File: config.mk
export PLATFORM = sky130hd
export DESIGN_NAME = spi_master_param
export DESIGN_NICKNAME = d
export VERILOG_FILES = /design/src/rtl/spi_pkg.sv /design/src/rtl/spi_clkgen.sv /design/src/rtl/spi_master_param.sv
export SDC_FILE = /design/constraint.sdc
export NUM_CORES = 1
export LEC_CHECK = 0
export ABC_AREA = 1
export BUFFER_PORTS_ARGS = -buffer_cell sky130_fd_sc_hd__buf_2
export CORE_UTILIZATION = 55
export CTS_BUF_LIST = sky130_fd_sc_hd__clkbuf_2
export CTS_CLUSTER_DIAMETER = 50
export DETAILED_ROUTE_END_ITERATION = 12
export GPL_TIMING_DRIVEN = 1
export PLACE_DENSITY_LB_ADDON = 0.05
export SETUP_SLACK_MARGIN = 0.2
export SLEW_MARGIN = 25
export SYNTH_ARGS = -nofsm -noshare
export SYNTH_HDL_FRONTEND = slang
export SYNTH_SLANG_ARGS = --single-unit
File: constraint.sdc
create_clock -name mclk -period 3.2 [get_ports mclk]
set_input_delay 0 -clock mclk [delete_from_list [all_inputs] [get_ports mclk]]
set_output_delay 0 -clock mclk [all_outputs]
set_load 0.01 [all_outputs]
File: src/rtl/spi_pkg.sv
// Shared types for the parametrised SPI master: FSM states, SPI mode encoding
// and the helpers that pick shift/sample edges from the latched mode.
package spi_pkg;

  typedef enum logic [1:0] {
    IDLE  = 2'd0,
    SETUP = 2'd1,
    XFER  = 2'd2,
    HOLD  = 2'd3
  } state_e;

  typedef struct packed {
    logic cpol;
    logic cpha;
  } spi_mode_t;

  localparam spi_mode_t MODE0 = '{cpol: 1'b0, cpha: 1'b0};
  localparam spi_mode_t MODE1 = '{cpol: 1'b0, cpha: 1'b1};
  localparam spi_mode_t MODE2 = '{cpol: 1'b1, cpha: 1'b0};
  localparam spi_mode_t MODE3 = '{cpol: 1'b1, cpha: 1'b1};

  // CPHA=0 samples on leading edges, CPHA=1 on trailing edges.
  function automatic logic sample_now(input spi_mode_t m, input logic lead, input logic trail);
    return m.cpha ? trail : lead;
  endfunction

  // CPHA=0 already presented the MSB at setup, so it shifts on trailing edges
  // except the last; CPHA=1 presents each bit on its leading edge.
  function automatic logic shift_now(input spi_mode_t m, input logic lead, input logic trail,
                                     input logic last);
    return m.cpha ? lead : (trail & ~last);
  endfunction

endpackage

File: src/rtl/spi_clkgen.sv
// SCLK timing for the SPI master: CLK_DIV half-period divider plus edge counter,
// producing leading/trailing edge strobes while edge counting is enabled.
module spi_clkgen
  import spi_pkg::*;
#(
  parameter int CLK_DIV = 2,
  parameter int EC_W    = 5
) (
  input  logic            mclk,
  input  logic            reset,
  input  logic            run,
  input  logic            count_en,
  output logic            tick,
  output logic            lead_edge,
  output logic            trail_edge,
  output logic [EC_W-1:0] edge_cnt
);

  localparam int CNT_W = (CLK_DIV > 1) ? $clog2(CLK_DIV) : 1;

  logic [CNT_W-1:0] div_cnt_r;
  logic [EC_W-1:0]  edge_cnt_r;

  assign tick       = run && (div_cnt_r == CNT_W'(CLK_DIV - 1));
  assign lead_edge  = tick && count_en && (edge_cnt_r[0] == 1'b0);
  assign trail_edge = tick && count_en && (edge_cnt_r[0] == 1'b1);
  assign edge_cnt   = edge_cnt_r;

  // Half-period divider and edge counter; both park at zero whenever not running.
  always_ff @(posedge mclk) begin
    if (reset || !run) begin
      div_cnt_r  <= {CNT_W{1'b0}};
      edge_cnt_r <= {EC_W{1'b0}};
    end else begin
      if (tick) begin
        div_cnt_r <= {CNT_W{1'b0}};
      end else begin
        div_cnt_r <= div_cnt_r + CNT_W'(1);
      end
      if (tick && count_en) begin
        edge_cnt_r <= edge_cnt_r + EC_W'(1);
      end else begin
        edge_cnt_r <= edge_cnt_r;
      end
    end
  end

endmodule

File: src/rtl/spi_master_param.sv
// Parametrised SPI master (width, divider, four modes, NUM_SS chip selects, rx
// valid/overrun). Optional SPI_LOOPBACK_EN adds a loopback input routing mosi to rx.
module spi_master_param
  import spi_pkg::*;
#(
  parameter int DATA_W  = 8,
  parameter int CLK_DIV = 2,
  parameter int NUM_SS  = 1,
  parameter int SS_W    = (NUM_SS > 1) ? $clog2(NUM_SS) : 1
) (
  input  logic              mclk,
  input  logic              reset,
  input  logic              load,
  input  logic              start,
  input  logic              read,
  input  logic [1:0]        mode,
  input  logic [SS_W-1:0]   ss_sel,
  input  logic [DATA_W-1:0] data_in,
  output logic [DATA_W-1:0] data_out,
  output logic              busy,
  output logic              done,
  output logic              rx_valid,
  output logic              overrun,
  output logic              sclk,
  output logic              mosi,
  input  logic              miso,
`ifdef SPI_LOOPBACK_EN
  input  logic              loopback,
`endif
  output logic [NUM_SS-1:0] cs_n
);

  localparam int EDGES = 2 * DATA_W;
  localparam int EC_W  = $clog2(EDGES + 1);

  state_e            state_r, state_n_s;
  spi_mode_t         mode_r;
  logic [DATA_W-1:0] tx_hold_r, tx_sh_r, rx_sh_r, data_out_r, tx_word_s;
  logic [NUM_SS-1:0] cs_n_r;
  logic              busy_r, done_r, rx_valid_r, overrun_r, sclk_r, mosi_r;
  logic              tick_s, lead_s, trail_s, last_s, accept_s, cmpl_s, rx_bit_s;
  logic [EC_W-1:0]   edge_cnt_s;

  spi_clkgen #(
    .CLK_DIV (CLK_DIV),
    .EC_W    (EC_W)
  ) u_clkgen (
    .mclk       (mclk),
    .reset      (reset),
    .run        (state_r != IDLE),
    .count_en   (state_r == XFER),
    .tick       (tick_s),
    .lead_edge  (lead_s),
    .trail_edge (trail_s),
    .edge_cnt   (edge_cnt_s)
  );

  // Out-of-range chip selects never leave IDLE.
  assign accept_s  = (state_r == IDLE) && start && ({1'b0, ss_sel} < (SS_W + 1)'(NUM_SS));
  assign cmpl_s    = (state_r == HOLD) && tick_s;
  assign last_s    = trail_s && (edge_cnt_s == EC_W'(EDGES - 1));
  assign tx_word_s = load ? data_in : tx_hold_r;

`ifdef SPI_LOOPBACK_EN
  logic lb_r;
  assign rx_bit_s = lb_r ? mosi_r : miso;

  // Loopback select is latched with the rest of the transfer configuration.
  always_ff @(posedge mclk) begin
    if (reset) begin
      lb_r <= 1'b0;
    end else if (accept_s) begin
      lb_r <= loopback;
    end
  end
`else
  assign rx_bit_s = miso;
`endif

  // FSM state register.
  always_ff @(posedge mclk) begin
    if (reset) begin
      state_r <= IDLE;
    end else begin
      state_r <= state_n_s;
    end
  end

  // FSM next-state: each phase ends on a divider tick, XFER on its final edge.
  always_comb begin
    state_n_s = state_r;
    case (state_r)
      IDLE:    if (accept_s) state_n_s = SETUP; else state_n_s = IDLE;
      SETUP:   if (tick_s)   state_n_s = XFER;  else state_n_s = SETUP;
      XFER:    if (last_s)   state_n_s = HOLD;  else state_n_s = XFER;
      HOLD:    if (tick_s)   state_n_s = IDLE;  else state_n_s = HOLD;
      default: state_n_s = IDLE;
    endcase
  end

  // Transfer datapath: TX hold, shift registers, pins and completion outputs.
  always_ff @(posedge mclk) begin
    if (reset) begin
      tx_hold_r  <= {DATA_W{1'b0}};
      tx_sh_r    <= {DATA_W{1'b0}};
      rx_sh_r    <= {DATA_W{1'b0}};
      data_out_r <= {DATA_W{1'b0}};
      mode_r     <= MODE0;
      cs_n_r     <= {NUM_SS{1'b1}};
      sclk_r     <= 1'b0;
      mosi_r     <= 1'b0;
      busy_r     <= 1'b0;
      done_r     <= 1'b0;
    end else begin
      done_r <= cmpl_s;
      busy_r <= (state_n_s != IDLE);
      if (load && (state_r == IDLE)) begin
        tx_hold_r <= data_in;
      end
      if (accept_s) begin
        mode_r  <= spi_mode_t'(mode);
        cs_n_r  <= ~(NUM_SS'(1'b1) << ss_sel);
        sclk_r  <= mode[1];
        tx_sh_r <= mode[0] ? tx_word_s : (tx_word_s << 1);
        mosi_r  <= mode[0] ? 1'b0 : tx_word_s[DATA_W-1];
        rx_sh_r <= {DATA_W{1'b0}};
      end else if (cmpl_s) begin
        cs_n_r     <= {NUM_SS{1'b1}};
        mosi_r     <= 1'b0;
        data_out_r <= rx_sh_r;
      end else if (state_r == XFER) begin
        if (tick_s) begin
          sclk_r <= ~sclk_r;
        end
        if (shift_now(mode_r, lead_s, trail_s, last_s)) begin
          mosi_r  <= tx_sh_r[DATA_W-1];
          tx_sh_r <= tx_sh_r << 1;
        end
        if (sample_now(mode_r, lead_s, trail_s)) begin
          rx_sh_r <= {rx_sh_r[DATA_W-2:0], rx_bit_s};
        end
      end
    end
  end

  // Sticky receive status; a read coinciding with completion cannot clear the new word.
  always_ff @(posedge mclk) begin
    if (reset) begin
      rx_valid_r <= 1'b0;
      overrun_r  <= 1'b0;
    end else if (cmpl_s) begin
      rx_valid_r <= 1'b1;
      if (rx_valid_r && !read) begin
        overrun_r <= 1'b1;
      end
    end else if (read) begin
      rx_valid_r <= 1'b0;
      overrun_r  <= 1'b0;
    end
  end

  assign data_out = data_out_r;
  assign busy     = busy_r;
  assign done     = done_r;
  assign rx_valid = rx_valid_r;
  assign overrun  = overrun_r;
  assign sclk     = sclk_r;
  assign mosi     = mosi_r;
  assign cs_n     = cs_n_r;

endmodule

### Word-level counts from Yosys, hierarchy flattened

Index checks and enable logic that the tools add are counted.
W data, S select, Z words.

| word-level totals | value |
|---|---|
| logic and storage cells | 91 |
| register bits | 48 |
| bits of input ports | 17 |

| operators by class | value |
|---|---|
| bitwise gates (word level) | 7 |
| $lt $le $gt $ge | 1 |
| shifts and indexed selects | 1 |
| reduce and logical (&&, ||, !) cells | 31 |
| add/subtract/negate cells | 2 |
| equal/unequal tests | 6 |
| mux-type cells | 28 |

Operators by type and width:

| kind | count |
|---|---|
| $mux W8 | 6 |
| $mux W1 | 19 |
| $reduce_bool A2 Y1 | 7 |
| $logic_and A1 B1 Y1 | 10 |
| $reduce_and A3 Y1 | 3 |
| $pmux W2 S4 | 1 |
| $not A1 Y1 | 6 |
| $reduce_and A2 Y1 | 3 |
| $reduce_bool A3 Y1 | 2 |
| $add A5 B1 Y5 const B | 1 |
| $eq A5 B4 Y1 const B | 1 |
| $eq A2 B2 Y1 const B | 2 |
| $mux W2 | 2 |
| $reduce_or A2 Y1 | 2 |
| $eq A2 B1 Y1 const B | 1 |
| $logic_not A1 Y1 | 2 |
| $logic_not A2 Y1 | 1 |
| $ne A2 B1 Y1 const B | 1 |
| $ne A2 B2 Y1 const B | 1 |
| $add A1 B1 Y1 const B | 1 |
| $and A1 B1 Y1 | 1 |
| $logic_or A1 B1 Y1 | 1 |
| $lt A1 B1 Y1 const B | 1 |
| $shl A1 B1 Y1 const A | 1 |

### Depth between registers and ports, before layout

Gate-level depths: netlist of the first run.

| depth | value |
|---|---|
| depth after elaboration | 12 |
| mapped depth | 12 |

### Hierarchy

From an unflattened synthesis of the first run, not the netlist that was laid out.

| unflattened totals | value |
|---|---|
| cells, all modules | 315 |
| area, all modules | 2,288.4 µm² |

By module, submodules not included:

| module | area each (µm²) | sequential area each (µm²) | times used | cells an instance |
|---|---|---|---|---|
| spi_master_param | 1,983.2 | 840.8 | 1 | 272 |
| spi_clkgen | 305.3 | 120.1 | 1 | 43 |

### Worst setup path before layout of the first run

Ideal clock, no wire load.

| timing | value |
|---|---|
| kind | reg-to-reg |
| start | register u_clkgen.edge_cnt_r[0], in the netlist u_clkgen.edge_cnt[0] |
| end | register tx_sh_r[1] |
| period minus slack after synthesis | 1,428 ps |
| path buffers | 1 |
| data arrival time | 1,315 ps |
| cell stages (with the launch flop) | 12 |
| library setup time | 113 ps |
| slack | 1,772 ps |
| data required time | 3,087 ps |
| path through | dfxtp_1 -> ha_1 -> inv_1 -> nor2_1 -> ha_1 -> inv_1 -> nand2_2 -> nand2_2 -> nand2_4 -> buf_6 -> nor2_1 -> nor2_1 |

| on the way | value |
|---|---|
| word-level cells in the longest chain between the ends | 7 |
| elaborated cells between the ends (all ways) | 10 |
| classes of those cells | 1 x eq/ne; 1 x mux; 3 x bitwise; 5 x reduce/logical |

RTL lines:

| element | RTL line | source |
|---|---|---|
| from (decl) | spi_clkgen.sv:22 | `logic [EC_W-1:0] edge_cnt_r;` |
| from (signal assigned) | spi_clkgen.sv:33 | `edge_cnt_r <= {EC_W{1'b0}};` |
| from (signal assigned) | spi_clkgen.sv:41 | `edge_cnt_r <= edge_cnt_r + EC_W'(1);` |
| from (signal assigned) | spi_clkgen.sv:43 | `edge_cnt_r <= edge_cnt_r;` |
| $eq A5 B4 Y1 or $logic_and A1 B1 Y1 (tied branches) | spi_master_param.sv:61, spi_clkgen.sv:26 |  |
| $logic_and A1 B1 Y1 | spi_master_param.sv:61 | `assign last_s = trail_s && (edge_cnt_s == EC_W'(EDGES - 1));` |
| $not A1 Y1 | spi_pkg.sv:31 | `return m.cpha ? lead : (trail & ~last);` |
| $and A1 B1 Y1 | spi_pkg.sv:31 |  |
| $mux W1 * | spi_pkg.sv:31 |  |
| $reduce_bool A2 Y1 (no source line) * | -- |  |
| $reduce_and A3 Y1 (no source line) * | -- |  |
| to (signal assigned) | spi_master_param.sv:105 | `tx_sh_r <= {DATA_W{1'b0}};` |
| to (signal assigned) | spi_master_param.sv:124 | `tx_sh_r <= mode[0] ? tx_word_s : (tx_word_s << 1);` |
| to (signal assigned) | spi_master_param.sv:137 | `tx_sh_r <= tx_sh_r << 1;` |
| to (decl) | spi_master_param.sv:38 | `logic [DATA_W-1:0] tx_hold_r, tx_sh_r, rx_sh_r, data_out_r, tx_word_s;` |

Mark *: on every way between the ends. The rest lies on a longest branch, timed or not.
A chain may end at the register's enable or synchronous reset.

### Final worst setup path of the first run

| timing | value |
|---|---|
| start | register state_r[1] |
| end | register rx_sh_r[0] |

| on the way | value |
|---|---|
| word-level cells in the longest chain between the ends | 6 |
| elaborated cells between the ends (all ways) | 15 |
| classes of those cells | 2 x eq/ne; 1 x mux; 1 x bitwise; 11 x reduce/logical |

RTL lines:

| element | RTL line | source |
|---|---|---|
| from (decl) | spi_master_param.sv:36 | `state_e state_r, state_n_s;` |
| from (signal assigned) | spi_master_param.sv:85 | `state_r <= state_n_s;` |
| $reduce_bool A2 Y1 | spi_master_param.sv:50 | `.run (state_r != IDLE),` |
| $logic_and A1 B1 Y1 | spi_clkgen.sv:24 | `assign tick = run && (div_cnt_r == CNT_W'(CLK_DIV - 1));` |
| $logic_and A1 B1 Y1 | spi_clkgen.sv:25, spi_clkgen.sv:26 |  |
| $logic_and A1 B1 Y1 (on tied branches) | spi_clkgen.sv:25, spi_clkgen.sv:26 |  |
| $mux W1 | spi_pkg.sv:24 | `return m.cpha ? trail : lead;` |
| $reduce_and A3 Y1 (no source line) | -- |  |
| to (signal assigned) | spi_master_param.sv:106 | `rx_sh_r <= {DATA_W{1'b0}};` |
| to (signal assigned) | spi_master_param.sv:126 | `rx_sh_r <= {DATA_W{1'b0}};` |
| to (signal assigned) | spi_master_param.sv:140 | `rx_sh_r <= {rx_sh_r[DATA_W-2:0], rx_bit_s};` |
| to (decl) | spi_master_param.sv:38 |  |

Several ways; a longest one is shown, not always the timed one.

==> impl_metrics.py, run 1 <==
metrics = {
    "pwr": {
        "clockPowerShare_pct": 30.9,
        "ir_drop_mv": 0.291,
        "p_per_area_nw_per_um2": 432,
        "p_total_mw": 1.11,
        "switching_share_pct": 27.0,
        "p_comb_share_pct": 12.2,
        "power_leakage_nw": 1.21,
        "seqPwrFrac_pct": 57.0,
        "p_sw_uw": 299,
        "p_int_uw": 807,
    },
    "floorplanning": {
        "ioPinCount": 32,
        "core_area_um2": 3740,
        "num_rows": 22,
        "die_h_um": 65.0,
        "dieArea_um2": 4230,
        "die_x_um": 65.0,
        "initial_utilization_pct": 58.4,
    },
    "synthesis": {
        "yosys.area_share.simple_pct": 29.7,
        "synthAdderAreaFrac_pct": 1.14,
        "syn_area_um2": 2190,
        "synth.ff_latch_count": 48,
        "yosys-top-cells-area": "dfxtp_1 (44%), nand2_1 (10%), o21ai_0 (7.3%)",
        "synthMuxAreaShare_pct": 0,
        "netlist_instances": 305,
        "synth_compound_area_share_pct": 13.4,
        "synthMostInstantiatedCell": "nand2_1",
        "async_reset_ff_share_pct": 0,
        "synth_edf_count": 0,
        "synth_ff_type": "dfxtp_1",
        "syn_nets": 324,
        "synth_common_cells": "nand2_1 (60), dfxtp_1 (48), inv_1 (42)",
        "synth_top_area_share_pct": 44.0,
        "seq_area_frac_synth_pct": 44.0,
        "avgSynthCellArea_um2": 7.17,
        "yosysTopAreaCell": "dfxtp_1",
        "synth_top_family_by_area": "simple AND/OR/NAND/NOR gates",
        "ys_warn_count": 0,
        "synthDistinctLibCells": 27,
        "yosys.area_share.xor_xnor_pct": 0.801,
    },
    "sta": {
        "finalSetupViolations": 0,
        "max_slew_margin_pct": 49.0,
        "max_freq_mhz": 492,
        "worst_pin_slew_ns": 0.764,
        "layout_min_cycle_time_ns": 2.03,
        "fin_ws_ns": 1.17,
        "rsz0062_at_grt": "no",
        "slew_viol_final": 0,
        "fin_crit_sh_pct": 63.5,
        "finalSetupTns_ns": 0,
        "finalHoldViolCount": 0,
        "worst_clock_skew_ns": 0.0263,
    },
    "critical_path": {
        "critical-path-top-delay-family": "simple AND/OR/NAND/NOR gates",
        "required_ns": 3.58,
        "critPathMaxFanout": 20,
        "slowest_delay_ns": 0.59,
        "path_class": "register to register",
        "cp-end-kind": "register",
        "start_kind": "register",
        "path_buf_inv": 2,
        "slowest_stage": "nor2_2",
        "worst-r2r-cell-count": 7,
        "path_cells": "inv_2 -> nand2_2 -> nor2_2 -> nor2_4 -> o21ai_0 -> nor2_1 -> dlygate4sd3_1",
        "worstPathArrival_ns": 2.42,
        "cp_num_cells": 7,
    },
    "drt": {
        "drt_first_pass_iters": 4,
        "drc": 0,
        "num_vias": 1960,
        "postRouteAntennaNets": 0,
        "viasPerCell": 4.92,
        "drt_iter0_drc": 150,
        "routedWlPerCell_um": 11.0,
        "wl_mm": 4.37,
    },
    "clocking": {
        "cts_made_buffers": 5,
        "clkTransAtPathRegs_ns": 0.27,
        "cts_max_path_buffers": 2,
        "root_buffer": "clkbuf_2",
        "clkLatencyLatePin_ns": 0.45,
        "cts_tree": "built",
        "cts_resized": 0,
        "cts_sinks": 48,
        "h-tree-depth": 2,
    },
    "place": {
        "gp_congestion": 0.774,
        "io_buffers": 31,
        "dp_cells": 375,
        "placed_area_um2": 2340,
        "pre_cts_ws_ns": 1.47,
        "hpwlAfterDp_mm": 3.03,
    },
    "finish": {
        "drive_gt1_share_pct": 16.6,
        "n_fill_cell": 344,
        "final_cell_area_um2": 2560,
        "n_antenna_cell": 0,
        "multi_input_area_um2": 985,
        "instances_no_fill": 398,
        "regArea_um2": 961,
        "area_growth_pct": 17.1,
        "final_nets": 368,
    },
    "grt": {
        "grt_pass1_wl_mm": 7.38,
        "grt_pass1_vias": 1737,
        "grtUsageTotal_pct": 22.6,
        "antenna_found_initial": 0,
        "grt_max_degree": 22,
        "grt_overflow": 0,
    },
    "min_path": {
        "whs_path_depth": 4,
        "hold_class": "primary input to register",
    },
    "flow_run": {
        "cap_violations": 0,
    },
    "outcome": {
        "outcome": "finished, final reports clean",
    },
}
[cell usage in the layout, fill, tap and decap left out, drive strengths merged, types with 3 or more instances in the layout]
cell type     n
a21oi        20
a22o          3
buf          31
clkbuf        5
dfxtp        48
dlygate4sd3  15
inv          46
nand2        66
nand3        29
nand4         3
nor2         41
o21ai        32
[repair_timing]
item                      in CTS  in global routing
hold endpoints to repair      24                  0
buffers inserted               0                  0
hold buffers                  15                  0
[worst paths after layout]
kind,startpoint,end,slack (ns)
worst max-delay path,state_r[1]$_SDFF_PP0_,rx_sh_r[0]$_SDFFE_PP0P_,1.17
worst min-delay path,load,tx_hold_r[7]$_SDFFE_PP0P_,0.06
worst max register to register,state_r[1]$_SDFF_PP0_,rx_sh_r[0]$_SDFFE_PP0P_,1.17
worst min register to register,tx_hold_r[5]$_SDFFE_PP0P_,tx_hold_r[5]$_SDFFE_PP0P_,0.47
[routing by layer]
layer | track usage (%) | part of all wire, % | routed length, um | vias to the layer above
met1 | 30.7 | 51 | 2240 | 861
met3 | 4.23 | 3.3 | 144 | 7
li1 | - | - | - | 1053
met2 | 35.0 | 44 | 1910 | 39
met4 | 8.97 | 1.6 | 72 | 0
met5 | 0 | 0 | 0 | -
[metrics by stage]
| step | utilization, % | hold WS [ns] |
|---|---|---|
| detailed placement | 62.5 | 0.244 |
| finish | 68.4 | 0.0616 |
| global route | 68.4 | 0.0785 |
| global placement | 62.5 | 0.240 |
| floorplan | - | 0.0691 |
| CTS | 68.4 | 0.0443 |
[worst reg2reg max path, cell delays in order, from the launching register on]
cell and delay, ns:
dfxtp_1 0.43, inv_2 0.08, nand2_2 0.07, nor2_2 0.59, nor2_4 0.11, o21ai_0 0.12, nor2_1 0.05, dlygate4sd3_1 0.55
[registers in the layout, summed over array words and instances (netlist names), 2 cells and up]
| name | flops |
|---|---|
| tx_sh_r | 8 |
| u_clkgen.edge_cnt | 5 |
| rx_sh_r | 8 |
| state_r | 2 |
| tx_hold_r | 8 |
| data_out | 8 |
[cell families (layout without fill, tap and decap cells)]
| logic type | after synthesis | in the layout |
|---|---|---|
| fa+ha+maj | 2 | 2 |
| buf+inv | 56 | 101 |
| xor+xnor | 2 | 2 |
| simple gates | 141 | 141 |
| flops | 48 | 48 |
| compound gates | 56 | 56 |
[power by group through the flow]
stage                     combinational [mW]  clock, mW  sequential, mW
after floorplan                       0.0912          0           0.641
after global placement                 0.120          0           0.641
after detailed placement               0.122          0           0.641
after CTS                              0.134      0.347           0.630
after global routing                   0.154      0.370           0.633
final                                  0.135      0.341           0.630
[layout make-up]
cell class	count	share of cell area [%]
Sequential cell	48	37.5
Tap cell	48	2.35
Multi-Input combinational cell	201	38.5
Clock inverter	3	1.81
Timing Repair Buffer	46	11.9
Inverter	47	6.94
Clock buffer	5	0.978
Note: power is estimated with default switching activity, not from simulation.
==> run 2, diff against run 1 <==
--- a/config.mk
+++ b/config.mk
@@ -7,7 +7,7 @@
 export LEC_CHECK = 0
 export ABC_AREA = 1
 export BUFFER_PORTS_ARGS = -buffer_cell sky130_fd_sc_hd__buf_2
-export CORE_UTILIZATION = 55
+export CORE_UTILIZATION = 53
 export CTS_BUF_LIST = sky130_fd_sc_hd__clkbuf_2
 export CTS_CLUSTER_DIAMETER = 50
 export DETAILED_ROUTE_END_ITERATION = 12
==> constraint.sdc (replaced) <==
create_clock -name mclk -period 1.8 [get_ports mclk]
set_input_delay 0 -clock mclk [delete_from_list [all_inputs] [get_ports mclk]]
set_output_delay 0 -clock mclk [all_outputs]
set_load 0.01 [all_outputs]
==> run 2 against run 1 <==
Net effect: count of clock-buffer cells in the layout unchanged; core utilization is 1.7 points lower; final area is 1.1% lower; sequential cell count did not move; hold slack lost 0.029 ns; combinational power increased by 82%; total power up 61%; clock power grew 21%; wire length grew 0.64%; critical endpoint is now tx_sh_r[2]$_SDFFE_PP0P_; largest cell class unchanged.
==> impl_metrics.py, run 2 (synthesis results as in run 1) <==
metrics = {
    "outcome": {
        "outcome": "finished, final reports clean",
    },
    "critical_path": {
        "rrSetupSlack_ns": 0.32,
        "cp-end-kind": "register",
        "worst-r2r-cell-count": 11,
        "start_kind": "register",
        "crit_start": "u_clkgen.edge_cnt[0]$_SDFFE_PP0N_",
        "critPathMaxFanout": 16,
        "r2r-start": "u_clkgen.edge_cnt[0]$_SDFFE_PP0N_",
        "r2r-end": "tx_sh_r[2]$_SDFFE_PP0P_",
        "worstPathArrival_ns": 1.83,
        "required_ns": 2.15,
        "path_class": "register to register",
    },
    "sta": {
        "holdWs_ns": 0.0322,
        "worst_pin_slew_ns": 0.362,
        "layout_min_cycle_time_ns": 1.48,
        "fin_crit_sh_pct": 82.2,
        "slew_viol_final": 0,
        "worst_clock_skew_ns": 0.0197,
        "rsz0062_at_grt": "yes",
        "max_slew_margin_pct": 75.6,
        "finalSetupViolations": 0,
        "max_freq_mhz": 676,
        "finalHoldViolCount": 0,
        "finalSetupTns_ns": 0,
    },
    "min_path": {
        "whs_path_depth": 5,
        "hold_class": "primary input to register",
        "hold_end": "tx_sh_r[0]$_SDFFE_PP0P_",
        "worstHoldStart": "mode[0]",
    },
    "place": {
        "io_buffers": 31,
        "hpwlAfterDp_mm": 3.16,
        "gp_congestion": 0.806,
    },
    "drt": {
        "drc": 0,
        "drt_iter0_drc": 133,
        "drt_first_pass_iters": 4,
        "postRouteAntennaNets": 0,
        "viasPerCell": 4.90,
        "routedWlPerCell_um": 11.1,
        "wl_mm": 4.39,
        "num_vias": 1941,
    },
    "floorplanning": {
        "die_x_um": 66.2,
        "initial_utilization_pct": 57.5,
        "num_rows": 22,
        "core_area_um2": 3800,
        "ioPinCount": 32,
        "dieArea_um2": 4390,
        "die_h_um": 66.2,
    },
    "clocking": {
        "cts_made_buffers": 5,
        "root_buffer": "clkbuf_2",
        "cts_tree": "built",
        "clkLatencyLatePin_ns": 0.41,
        "cts_sinks": 48,
        "h-tree-depth": 2,
        "cts_max_path_buffers": 2,
        "clkTransAtPathRegs_ns": 0.21,
    },
    "pwr": {
        "switching_share_pct": 27.8,
        "p_sw_uw": 496,
        "p_per_area_nw_per_um2": 703,
        "p_int_mw": 1.28,
        "clockPowerShare_pct": 23.2,
        "power_leakage_nw": 1.18,
        "seqPwrFrac_pct": 63.0,
        "ir_drop_mv": 0.426,
        "p_comb_share_pct": 13.8,
    },
    "finish": {
        "drive_gt1_share_pct": 18.7,
        "final_nets": 367,
        "n_fill_cell": 364,
        "regArea_um2": 966,
        "multi_input_area_um2": 1000,
        "n_antenna_cell": 0,
        "final_common_cell": "nand2_1",
        "layout_common_cells": "nand2_1 (59), dfxtp_1 (44), inv_1 (42)",
        "area_growth_pct": 15.9,
    },
    "grt": {
        "grtUsageTotal_pct": 22.0,
        "grt_overflow": 0,
        "grt_pass1_wl_mm": 7.38,
        "grt_pass1_vias": 1634,
        "grt_max_degree": 17,
        "antenna_found_initial": 0,
    },
    "flow_run": {
        "cap_violations": 0,
    },
}
## run 2: cell count changes in the layout (fill, tap and decap cells not counted), sizes merged
| cell | delta |
|---|---|
| buf | +3 |
| dlygate4sd3 | -4 |
| bufinv | -1 |
| inv | -1 |
| clkinvlp | -1 |
| clkinv | +2 |
## run 2: final cells by class
| type | count | share of cell area (%) |
|---|---|---|
| sequential | 48 | 38.1 |
| tap | 48 | 2.37 |
| clock buffer | 5 | 0.988 |
| inverter | 47 | 7.02 |
| timing repair buffer | 45 | 11.4 |
| multi-input combinational | 201 | 39.6 |
| clock inverter | 2 | 0.494 |
## run 2: what timing repair did
action	4_1_cts	5_1_grt
setup endpoints to repair	0	13
hold endpoints to repair	13	0
resized for setup	0	8
hold buffers	11	0
setup buffers	0	1
## run 2: critical path: stages, from the launching register on
cell and delay (ns):
dfxtp_2 0.38, ha_1 0.19, inv_1 0.06, nor2_1 0.05
ha_1 0.19, inv_1 0.09, nand2_2 0.06, nand2_2 0.11
nand2_8 0.10, nand2_1 0.07, nand2_1 0.04, nor2_1 0.10
## run 2: stage by stage
stage                     power [mW]  util, %  worst slack [ns]  cell area, um^2  std cells
after floorplan                 1.30        -             0.372             2190        305
after global placement          1.36     62.0             0.291             2350        377
after detailed placement        1.36     62.0             0.294             2350        377
after CTS                       1.79     65.8             0.267             2500        395
after global routing            1.88     66.7             0.200             2530        396
final                           1.78     66.7             0.321             2530        396
## run 2: worst max path at each step
stage	end	slack [ns]	cells after the start
finish	tx_sh_r[2]$_SDFFE_PP0P_	0.32	11
global route	tx_sh_r[6]$_SDFFE_PP0P_	0.20	10
CTS	tx_sh_r[2]$_SDFFE_PP0P_	0.27	11
detailed placement	tx_sh_r[3]$_SDFFE_PP0P_	0.29	11
global placement	tx_sh_r[6]$_SDFFE_PP0P_	0.29	11
floorplan	tx_sh_r[1]$_SDFFE_PP0P_	0.37	11
## run 2: power groups by stage
stage / Sequential [mW] / Clock, mW / Combinational [mW]
global route: 1.13 / 0.475 / 0.277
detailed placement: 1.14 / 0 / 0.219
CTS: 1.12 / 0.426 / 0.238
global placement: 1.14 / 0 / 0.219
finish: 1.12 / 0.413 / 0.246
floorplan: 1.14 / 0 / 0.162
## run 2: per-layer routing
metal / vias up / global-route usage (%) / wire length, um
met3: 7 / 4.14 / 158
met2: 36 / 31.9 / 1910
met4: 0 / 7.98 / 55
met5: - / 0 / 0
met1: 844 / 31.8 / 2270
li1: 1054 / - / -
==> run 3, diff against run 2 <==
--- a/config.mk
+++ b/config.mk
@@ -5,9 +5,9 @@
 export SDC_FILE = /design/constraint.sdc
 export NUM_CORES = 1
 export LEC_CHECK = 0
-export ABC_AREA = 1
+export ABC_AREA = 0
 export BUFFER_PORTS_ARGS = -buffer_cell sky130_fd_sc_hd__buf_2
-export CORE_UTILIZATION = 53
+export CORE_UTILIZATION = 55
 export CTS_BUF_LIST = sky130_fd_sc_hd__clkbuf_2
 export CTS_CLUSTER_DIAMETER = 50
 export DETAILED_ROUTE_END_ITERATION = 12
==> constraint.sdc (replaced) <==
create_clock -name mclk -period 1.45 [get_ports mclk]
set_input_delay 0 -clock mclk [delete_from_list [all_inputs] [get_ports mclk]]
set_output_delay 0 -clock mclk [all_outputs]
set_load 0.01 [all_outputs]
==> run 3 against run 2 <==
Net effect: the flow now finishes with violations (negative setup slack); die area is 10% lower; via count shrank 1.4%; setup slack worse by 0.56 ns; fmax down 12%; largest cell class unchanged.
==> impl_metrics.py, run 3 <==
metrics = {
    "floorplanning": {
        "num_rows": 21,
        "die_h_um": 62.8,
        "core_area_um2": 3440,
        "ioPinCount": 32,
        "initial_utilization_pct": 59.1,
        "dieArea_um2": 3950,
        "die_x_um": 62.8,
    },
    "grt": {
        "grt_pass1_wl_mm": 7.99,
        "antenna_found_initial": 0,
        "grt_max_degree": 27,
        "grt_overflow": 0,
        "grtUsageTotal_pct": 25.9,
        "grt_pass1_vias": 1811,
    },
    "drt": {
        "drt_first_pass_iters": 5,
        "wl_mm": 5.82,
        "viasPerCell": 5.60,
        "postRouteAntennaNets": 0,
        "drt_iter0_drc": 110,
        "num_vias": 1914,
        "routedWlPerCell_um": 17.0,
        "drc": 0,
    },
    "pwr": {
        "ir_drop_mv": 0.957,
        "power_leakage_nw": 1.21,
        "p_per_area_nw_per_um2": 952,
    },
    "sta": {
        "rsz0062_at_grt": "yes",
        "max_slew_margin_pct": 75.1,
        "finalSetupViolations": 15,
        "fin_crit_sh_pct": 116,
        "slew_viol_final": 0,
        "layout_min_cycle_time_ns": 1.69,
        "worst_clock_skew_ns": 0.0189,
        "fin_ws_ns": -0.239,
        "max_freq_mhz": 592,
        "finalHoldViolCount": 0,
        "worst_pin_slew_ns": 0.374,
    },
    "synthesis": {
        "synth_top_family_by_area": "simple AND/OR/NAND/NOR gates",
        "netlist_instances": 231,
        "yosysTopAreaCell": "dfxtp_1",
        "yosys.area_share.simple_pct": 22.9,
        "avgSynthCellArea_um2": 8.81,
        "synth_ff_type": "dfxtp_1",
        "synth_compound_area_share_pct": 10.2,
        "async_reset_ff_share_pct": 0,
        "synth_edf_count": 0,
        "synthAdderAreaFrac_pct": 1.23,
        "synth_common_cells": "dfxtp_1 (48), nand2_1 (31), nor2_1 (30)",
        "ys_warn_count": 0,
        "synth.ff_latch_count": 48,
        "seq_area_frac_synth_pct": 47.2,
        "synthMuxAreaShare_pct": 12.3,
        "yosys.area_share.xor_xnor_pct": 2.15,
        "syn_nets": 250,
        "synthMostInstantiatedCell": "dfxtp_1",
        "yosys-top-cells-area": "dfxtp_1 (47%), mux2i_1 (12%), nand2_1 (5.7%)",
        "synth_top_area_share_pct": 47.2,
        "syn_area_um2": 2030,
        "synthDistinctLibCells": 33,
    },
    "clocking": {
        "cts_made_buffers": 5,
        "clkTransAtPathRegs_ns": 0.23,
        "cts_max_path_buffers": 2,
        "root_buffer": "clkbuf_2",
        "h-tree-depth": 2,
        "cts_sinks": 48,
        "cts_tree": "built",
        "clkLatencyLatePin_ns": 0.45,
    },
    "place": {
        "hpwlAfterDp_mm": 2.86,
        "placed_area_um2": 2380,
        "io_buffers": 31,
        "dp_cells": 310,
        "gp_congestion": 0.755,
    },
    "finish": {
        "regArea_um2": 968,
        "final_nets": 314,
        "final_common_cell": "dfxtp_1",
        "drive_gt1_share_pct": 38.5,
        "instances_no_fill": 342,
        "multi_input_area_um2": 1230,
        "final_cell_area_um2": 2980,
        "area_growth_pct": 46.3,
        "n_antenna_cell": 0,
        "layout_common_cells": "dfxtp_1 (44), buf_2 (31), nor2_1 (26)",
        "n_fill_cell": 176,
    },
    "outcome": {
        "outcome": "complete, but fails checks",
        "violations": "negative setup slack",
    },
    "critical_path": {
        "worstPathArrival_ns": 2.05,
        "cp-end-kind": "register",
        "start_kind": "register",
        "required_ns": 1.81,
        "critPathMaxFanout": 10,
        "path_class": "register to register",
    },
    "min_path": {
        "hold_class": "primary input to register",
    },
    "flow_run": {
        "cap_violations": 0,
    },
}
[run 3: cell count changes after synthesis, sizes merged, moves of 11 or more]
cell   before  now
inv        45    3
nand2      66   31
nand3      29    2
mux2i       0   25
o21ai      32   11
nor3        0   17
nor2       41   30
[run 3: cell type report]
type,instances,share of cell area (%)
Clock buffer,5,0.841
Clock inverter,3,3.03
Inverter,3,0.631
Multi-Input combinational cell,167,41.3
Sequential cell,48,32.5
Tap cell,46,1.93
Timing Repair Buffer,70,19.7
[run 3: through the flow]
step                util [%]  hold WS [ns]  power, mW  setup slack [ns]  setup TNS, ns
floorplan                  -         0.147       1.60            -0.140         -0.774
global placement        69.1         0.240       1.68            -0.201          -1.22
detailed placement      69.1         0.247       1.68            -0.254          -1.52
CTS                     80.2        0.0876       2.77            -0.214          -1.52
global route            86.5        0.0761       2.92            -0.324          -3.28
finish                  86.5        0.0791       2.83            -0.239          -1.88
[run 3: metal layers]
metal / vias to the layer above / routed length (um) / share of wire (%) / GRT usage (%)
li1: 918 / - / - / -
met2: 55 / 2930 / 50 / 42.8
met4: 0 / 112 / 1.9 / 11.6
met1: 930 / 2520 / 43 / 32.2
met3: 11 / 256 / 4.4 / 5.47
met5: - / 0 / 0 / 0
[run 3: worst paths after layout]
kind,from,endpoint,slack [ns],depth (start not counted)
setup / recovery,u_clkgen.edge_cnt[0]$_SDFFE_PP0N_,mosi$_SDFFE_PP0P_,-0.24,6
hold / removal,ss_sel,busy$_SDFF_PP0_,0.08,4
setup reg to reg,u_clkgen.edge_cnt[0]$_SDFFE_PP0N_,mosi$_SDFFE_PP0P_,-0.24,6
hold reg to reg,data_out[7]$_SDFFE_PP0P_,data_out[7]$_SDFFE_PP0P_,0.48,2
[run 3: critical path, stage by stage (launching register included)]
cell and delay, ns:
dfxtp_4 0.40, ha_4 0.15, and3_4 0.18, ha_4 0.16
nor3b_4 0.27, o21ai_4 0.14, a2111oi_2 0.30
[run 3: where the power goes]
group          internal, mW  switching (mW)
sequential             1.37          0.0316
combinational         0.176           0.186
clock                 0.636           0.437
total                  2.18           0.655
[run 3: cells by family after synthesis]
kind of cell / after synthesis
compound gates: 37
flops: 48
buf+inv: 16
simple gates: 98
xor+xnor: 5
fa+ha+maj: 2
mux: 25
[run 3: repair_timing]
action                                  in CTS  in global routing
setup buffers                                4                  5
endpoints found under the hold margin       14                  0
pin swaps                                    6                 16
hold buffers                                13                  0
resized for setup                           31                 36
endpoints found under the setup margin      44                 43
cloned                                       0                  2
